## src/rtl/inv_atm_light_divider.sv

```systemverilog
// Scaled inverse atmospheric light: Inv_c = floor(OMEGA_NUM / A_c) in Q0.14 for R, G, B,
// computed with one shared restoring divider, one quotient bit per cycle, R then G then B.
module inv_atm_light_divider #(
  parameter int OMEGA_NUM = 15360
) (
  input  logic        clk,
  input  logic        rst,
  input  logic        start,
  input  logic [7:0]  A_R,
  input  logic [7:0]  A_G,
  input  logic [7:0]  A_B,
  output logic        busy,
  output logic        done,
  output logic [13:0] Inv_R,
  output logic [13:0] Inv_G,
  output logic [13:0] Inv_B
);

  localparam logic [13:0] OMEGA = 14'(OMEGA_NUM);
  localparam logic [3:0]  LAST_BIT_IDX = 4'd13;

  typedef enum logic {IDLE, DIV} state_t;

  state_t      state, state_nxt;
  logic [7:0]  a_r, a_g, a_b;
  logic [1:0]  ch;
  logic [3:0]  bit_cnt;
  logic [7:0]  rem;
  logic [13:0] dvd, quot;
  logic [13:0] hold_r, hold_g;

  logic [7:0]  divisor;
  logic [8:0]  trial;
  logic [7:0]  diff;
  logic        fits;
  logic [13:0] q_next, q_final;
  logic        last_bit, last_ch;

  always_ff @(posedge clk) begin
    if (rst) state <= IDLE;
    else     state <= state_nxt;
  end

  always_comb begin
    state_nxt = state;
    divisor   = (ch == 2'd0) ? a_r : (ch == 2'd1) ? a_g : a_b;
    trial     = {rem, dvd[13]};
    fits      = trial >= {1'b0, divisor};
    // Remainder stays below the divisor, so the low byte of the difference is exact.
    diff      = trial[7:0] - divisor;
    q_next    = {quot[12:0], fits};
    q_final   = (divisor == 8'd0) ? 14'h3FFF : q_next;
    last_bit  = (bit_cnt == 4'd0);
    last_ch   = (ch == 2'd2);
    case (state)
      IDLE: if (start) state_nxt = DIV;
      DIV:  if (last_bit && last_ch) state_nxt = IDLE;
      default: state_nxt = IDLE;
    endcase
  end

  assign busy = (state == DIV);

  always_ff @(posedge clk) begin
    if (rst) begin
      a_r <= '0; a_g <= '0; a_b <= '0;
      ch <= '0; bit_cnt <= '0; rem <= '0; dvd <= '0; quot <= '0;
      hold_r <= '0; hold_g <= '0;
      Inv_R <= '0; Inv_G <= '0; Inv_B <= '0;
      done <= 1'b0;
    end else begin
      done <= 1'b0;
      case (state)
        IDLE: if (start) begin
          a_r <= A_R; a_g <= A_G; a_b <= A_B;
          ch <= 2'd0; bit_cnt <= LAST_BIT_IDX;
          rem <= '0; dvd <= OMEGA; quot <= '0;
        end
        DIV: begin
          if (last_bit) begin
            // Channel finished: bank the quotient and reload for the next one, no bubble.
            bit_cnt <= LAST_BIT_IDX;
            rem <= '0; dvd <= OMEGA; quot <= '0;
            ch <= ch + 2'd1;
            case (ch)
              2'd0: hold_r <= q_final;
              2'd1: hold_g <= q_final;
              default: begin
                Inv_R <= hold_r;
                Inv_G <= hold_g;
                Inv_B <= q_final;
                done  <= 1'b1;
                ch    <= 2'd0;
              end
            endcase
          end else begin
            bit_cnt <= bit_cnt - 4'd1;
            rem     <= fits ? diff : trial[7:0];
            dvd     <= {dvd[12:0], 1'b0};
            quot    <= q_next;
          end
        end
        default: ;
      endcase
    end
  end

endmodule
```

## config.mk

```make
export PLATFORM = sky130hd
export DESIGN_NAME = inv_atm_light_divider
export DESIGN_NICKNAME = d
export VERILOG_FILES = /design/src/rtl/inv_atm_light_divider.sv
export SDC_FILE = /design/constraint.sdc
export NUM_CORES = 1
export LEC_CHECK = 0
export ABC_AREA = 1
export ABC_CLOCK_PERIOD_IN_PS = 2830
export CORE_MARGIN = 5
export CORE_UTILIZATION = 45
export DETAILED_ROUTE_END_ITERATION = 8
export GPL_ROUTABILITY_DRIVEN = 0
export PLACE_DENSITY_LB_ADDON = 0.12
export SYNTH_ARGS = -nofsm -noshare
export SYNTH_HDL_FRONTEND = slang
export SYNTH_SLANG_ARGS = --single-unit
```

## constraint.sdc

```tcl
create_clock -name clk -period 2.83 [get_ports clk]
set_input_delay 0.4245 -clock clk [delete_from_list [all_inputs] [get_ports clk]]
set_output_delay 0.4245 -clock clk [all_outputs]
set_load 0.01 [all_outputs]
```

* Word level (Yosys, flattened, before mapping) *
Index checks and enable logic that the tools add are counted.

storage, ports and cells
  flip-flop bits (word level) = 137
  input bits = 27
  output and inout port bits = 44
  logic and storage cells = 61

operators by class
  add/sub/neg operators = 3
  magnitude comparators = 1
  equality and inequality tests = 4
  muxes and demuxes = 24
  bitwise logic cells = 3
  reduce and logical (&&, ||, !) cells = 11

operators with widths
  kind                 number
  $mux 14              3
  $mux 8               5
  $pmux 14 s2          1
  $mux 13              2
  $pmux 13 s2          1
  $pmux 8 s2           1
  $ge 9x8->1           1
  $reduce_and 3->1     3
  $logic_not 8->1      1
  $mux 4               2
  $pmux 4 s2           1
  $sub 8x8->8          1
  $mux 2               3
  $logic_not 4->1      1
  $pmux 2 s2           1
  $reduce_and 2->1     2
  $sub 4x1->4 const B  1
  $mux 1               3
  $not 1->1            3
  $reduce_or 3->1      1
  $add 2x1->2 const B  1
  $eq 2x1->1 const B   1
  $eq 2x2->1 const B   1
  $logic_not 2->1      1
  5 further kinds      5

* Depth between registers and ports, before layout *
Gate-level depths: netlist of the first run.

  word-level depth = 7
  mapped depth = 17
  gate-level depth less buffers = 17

* Worst setup path before layout of the first run *
OpenSTA, ideal clock, no wires.

  path type = register -> register
  start point = reg ch[0]
  end point = reg hold_g[0]
  setup time = 0.116 ns
  arrival = 2.164 ns
  required time = 2.714 ns
  setup slack = 0.551 ns
  stages on the path, launching flop included = 13
  path buffers = 0
  period minus slack after synthesis = 2.279 ns
  path through = dfxtp_1 > nor2_4 > nand2_1 > nand3_1 > inv_1 > ha_1 > a21o_1 > a211oi_1 > o21ai_2 > inv_2 > nand3_1 > o21ai_0 > inv_1

on the way
  cells in the longest elaborated chain, start to end = 5
  elaborated cells on any way between the ends = 8
  classes of those cells = order compare: 1; eq/ne: 1; mux: 3; reduce/logical: 3

ends and longest elaborated chain
  item                                                  line    RTL
  from (decl)                                           26      logic [1:0] ch;
  from (signal assigned)                                84      ch <= ch + 2'd1;
  $eq 2x1->1                                            46, 85
  $mux 8 (2 in a row)                                   46      divisor = (ch == 2'd0) ? a_r : (ch == 2'd1) ? a_g : a_b;
  $ge 9x8->1 / $logic_not 8->1 (equally long branches)  48, 52
  $mux 14                                               52      q_final = (divisor == 8'd0) ? 14'h3FFF : q_next;
  to (signal assigned)                                  87      2'd1: hold_g <= q_final;
  to (decl)                                             30      logic [13:0] hold_r, hold_g;

Several ways; a longest one is shown, not always the timed one.
A chain may end at the register's enable or synchronous reset.

* Final worst setup path of the first run *
  start point = reg ch[0]
  end point = reg Inv_B[0]

on the way
  cells in the longest elaborated chain, start to end = 5
  elaborated cells on any way between the ends = 10
  classes of those cells = order compare: 1; eq/ne: 1; mux: 3; bitwise: 1; reduce/logical: 4

ends and longest elaborated chain
  item                                                  line    RTL
  $eq 2x1->1                                            46, 85
  $mux 8 (2 in a row)                                   46
  $ge 9x8->1 / $logic_not 8->1 (equally long branches)  48, 52
  $mux 14                                               52
  to (signal assigned)                                  91      Inv_B <= q_final;
  to (decl)                                             16      output logic [13:0] Inv_B

Several ways; a longest one is shown, not always the timed one.

==> results.md, run 1 <==
- DRT Pass-1 Iters: 5
- Final setup vio count: 0
- Largest stage delay on the critical path: 0.45 ns
- Global-route wire length before repair: 21.6 mm
- CTS Buffer Depth: 2
- Max-cap violations: 0
- Area Growth Syn to Fin: 24.8%
- Setup slack after layout: 0.314 ns
- WP buf/inv: 4
- Pwr Density: 718 nW/um2
- DP Area: 6490 um2
- Die ar.: 15000 um2
- Commonest non-fill, non-tap cell in the layout: inv_1
- WP data arrival: 2.81 ns
- CP Class: register to register
- Clock share of power: 43.2%
- Die width: 122 um
- RR Endpoint: Inv_B[0]
- Largest net degree at the start of global routing: 58
- Leak: 3.05 nW
- Register share of total power: 38.1%
- Cell chain of the critical path: nand2_2 -> inv_2 -> nand2_1 -> nand3_1 -> inv_1 -> ha_1 -> a21o_1 -> a211oi_1 -> o21ai_2 -> inv_2 -> nand3_1 -> o21ai_0 -> inv_1
- GRT Util Overall: 18.0%
- Critical path depth in cells: 13
- Switching portion of total power: 28.4%
- Place WS: 0.266 ns
- Worst Setup SP: ch[0]
- CTS Sinks: 127
- Vias: 4901
- Hpwl dp: 9.02 mm
- Status: finished clean
- Worst Setup End Kind: register
- Yosys Warn Count: 0
- Worst VDD drop: 354 uV
- Met1 Use GR: 22.5%
- Combinational power share: 18.7%
- DRC viols: 0
- Post-DRT Antenna Nets: 0
- WL per Instance: 12.8 um
- Row cnt: 41
- Syn avg cell area: 7.37 um2
- Top post-synthesis cells by area: dfxtp_1, inv_1, a21oi_1, nand2_1, nand3_1
- Routed WL: 12.9 mm
- CP Capture Point: Inv_B[0]
- Hold crit path type: register to register
- Synth Flop Type: dfxtp_1
- Area share of the largest cell type after synthesis: 44.8%
- Skew final: 0.00822 ns
- Core area: 12500 um2
- Final Cycle Share: 88.9%
- Initial antenna violation count: 0
- Layout net count: 864
- Crit-path leading delay family: compound AO/OA/AOI/OAI gates
- Flops & latches, synth: 127
- Initial core utilization: 45.4%
- Share of cells above drive strength 1: 10.2%
- Post-synthesis sequential area ratio: 44.8%
- Grt met2 use: 30.1%
- FMAX: 0.398 GHz
- Post-DR vias/cell: 4.84
- Slew headroom: 50.3%
- Max Slew Vio Count: 0
- Mapped Area: 5680 um2
- H-tree Lvls: 4
- R2R setup slack: 0.31 ns
- Hold path startpoint: Inv_R[1]
- Iter 0 DRT Violations: 353
- I/O pin cnt: 71
- CP startpoint kind: register
- Global routing usage on met3: 4.52%
- Syn nets: 807
- Pint: 3.64 mW
- Final hold slack: 0.458 ns
- Clock Latency Late Sink: 0.41 ns
- Async SR Flop Fraction: 0%
- N_diodes: 0
- Mapped Cells: 771
- Root buffer cell: clkbuf_16
- GRT overflow: 0
- Commonest cells after routing, fill and taps aside: inv_1, dfxtp_1, nand2_1
- Hold violation count in the final report: 0
- Total CTS buffers: 17
- Worst endpoint required time: 3.13 ns
- R2R depth: 13
- Fin area: 7090 um2
- Min Tclk post-route: 2.52 ns
- Vias in the first global route: 4605
- CTS tree: built
- Synth cell types: 37
- PortBufs: 70
- Setup TNS: 0 ns
- RSZ-0062 raised after global routing: false
- Slowest CP cell: dfxtp_1
- Switching power total: 1.45 mW
- Die Y: 122 um
- Critical R2R Launch: ch[0]
- Largest area contributor in the netlist: dfxtp_1
- CP Max Fanout: 10
- EDFF count, synth: 0
- Global route hottest layer: met2
- Worst slew pin tran: 0.744 ns
- Clock-pin slew reported for the worst setup and hold paths after clock tree synthesis: 0.05 ns
-- registers in the layout, summed over array words and instances (netlist names), 13 cells and up --
| register | cells |
|---|---|
| Inv_B | 14 |
| Inv_G | 14 |
| Inv_R | 14 |
| hold_g | 14 |
| hold_r | 14 |
| quot | 13 |
-- worst min-delay path, delay by kind of cell, from the launching register on --
family           cells  cell delay [ns]
AND/OR/NAND/NOR      1             0.06
AO/OA/AOI/OAI        1             0.05
flip-flops           1             0.30
-- worst min path at each step --
stage | end | slack [ns] | cells after the start
global route | Inv_R[1] | 0.48 | 2
floorplan | a_g[3] | 0.43 | 2
CTS | Inv_R[1] | 0.46 | 2
finish | Inv_R[1] | 0.46 | 2
detailed placement | Inv_R[1] | 0.45 | 2
global placement | Inv_R[1] | 0.45 | 2
-- final cells by class --
type / count / area (um2)
clock buffer: 21 / 460
sequential: 127 / 2540
tap: 172 / 215
inverter: 144 / 541
clock inverter: 11 / 139
multi-input combinational: 457 / 2410
fill: 1226 / 5430
timing repair buffer: 81 / 778
-- per-stage QoR --
stage / power [mW] / instances / utilization (%)
after floorplan: 2.70 / 771 / -
after global placement: 2.90 / 981 / 51.8
after detailed placement: 2.92 / 981 / 51.8
after CTS: 5.12 / 1013 / 56.6
after global routing: 5.34 / 1013 / 56.6
final: 5.09 / 1013 / 56.6
-- kinds of logic (layout without fill, tap and decap cells) --
| kind of cell | Yosys count | count (layout) | synth area share, % |
|---|---|---|---|
| adder cells (fa/ha/maj) | 9 | 9 | 2.11 |
| XOR/XNOR | 4 | 4 | 0.617 |
| AND/OR/NAND/NOR | 263 | 263 | 22.3 |
| buffers and inverters | 187 | 257 | 12.9 |
| AO/OA/AOI/OAI | 181 | 181 | 17.4 |
| flip-flops | 127 | 127 | 44.8 |
-- metal layers --
layer / vias up / part of all wire [%]
met5: - / 0
met4: 0 / 1.5
met3: 19 / 4.7
met2: 113 / 48
met1: 2211 / 46
li1: 2558 / -
-- synthesized netlist by cell type (3+ instances only) --
cell / number
ha_1: 8
inv_1: 136
buf_2: 6
o21ai_1: 24
xor2_1: 3
buf_1: 4
o221ai_1: 4
nor2_1: 58
a21oi_1: 99
nand3_1: 59
nand2_1: 115
nand2_2: 7
o21ai_0: 41
o21ai_2: 7
clkbuf_1: 30
nand4_1: 5
nand2_4: 10
inv_2: 8
dfxtp_1: 127
-- power by group through the flow --
stage	clock network (mW)	registers, mW	logic, mW
floorplan	0	1.95	0.743
global placement	0	1.97	0.930
detailed placement	0	1.98	0.948
CTS	2.23	1.94	0.955
global route	2.32	1.95	1.07
finish	2.20	1.94	0.952
-- timing repair --
item	4_1_cts	5_1_grt
buffers inserted	0	0
hold buffers	0	0
setup endpoints to repair	0	1
gates resized for setup	0	1
No activity file was read; power rests on OpenSTA's default activity.
==> run 2, diff against run 1 <==
--- a/config.mk
+++ b/config.mk
@@ -15,3 +15,4 @@
 export SYNTH_ARGS = -nofsm -noshare
 export SYNTH_HDL_FRONTEND = slang
 export SYNTH_SLANG_ARGS = --single-unit
+export TNS_END_PERCENT = 50
==> results of run 2 <==
No change in the layout: final DEF, timing and power equal those of run 1.
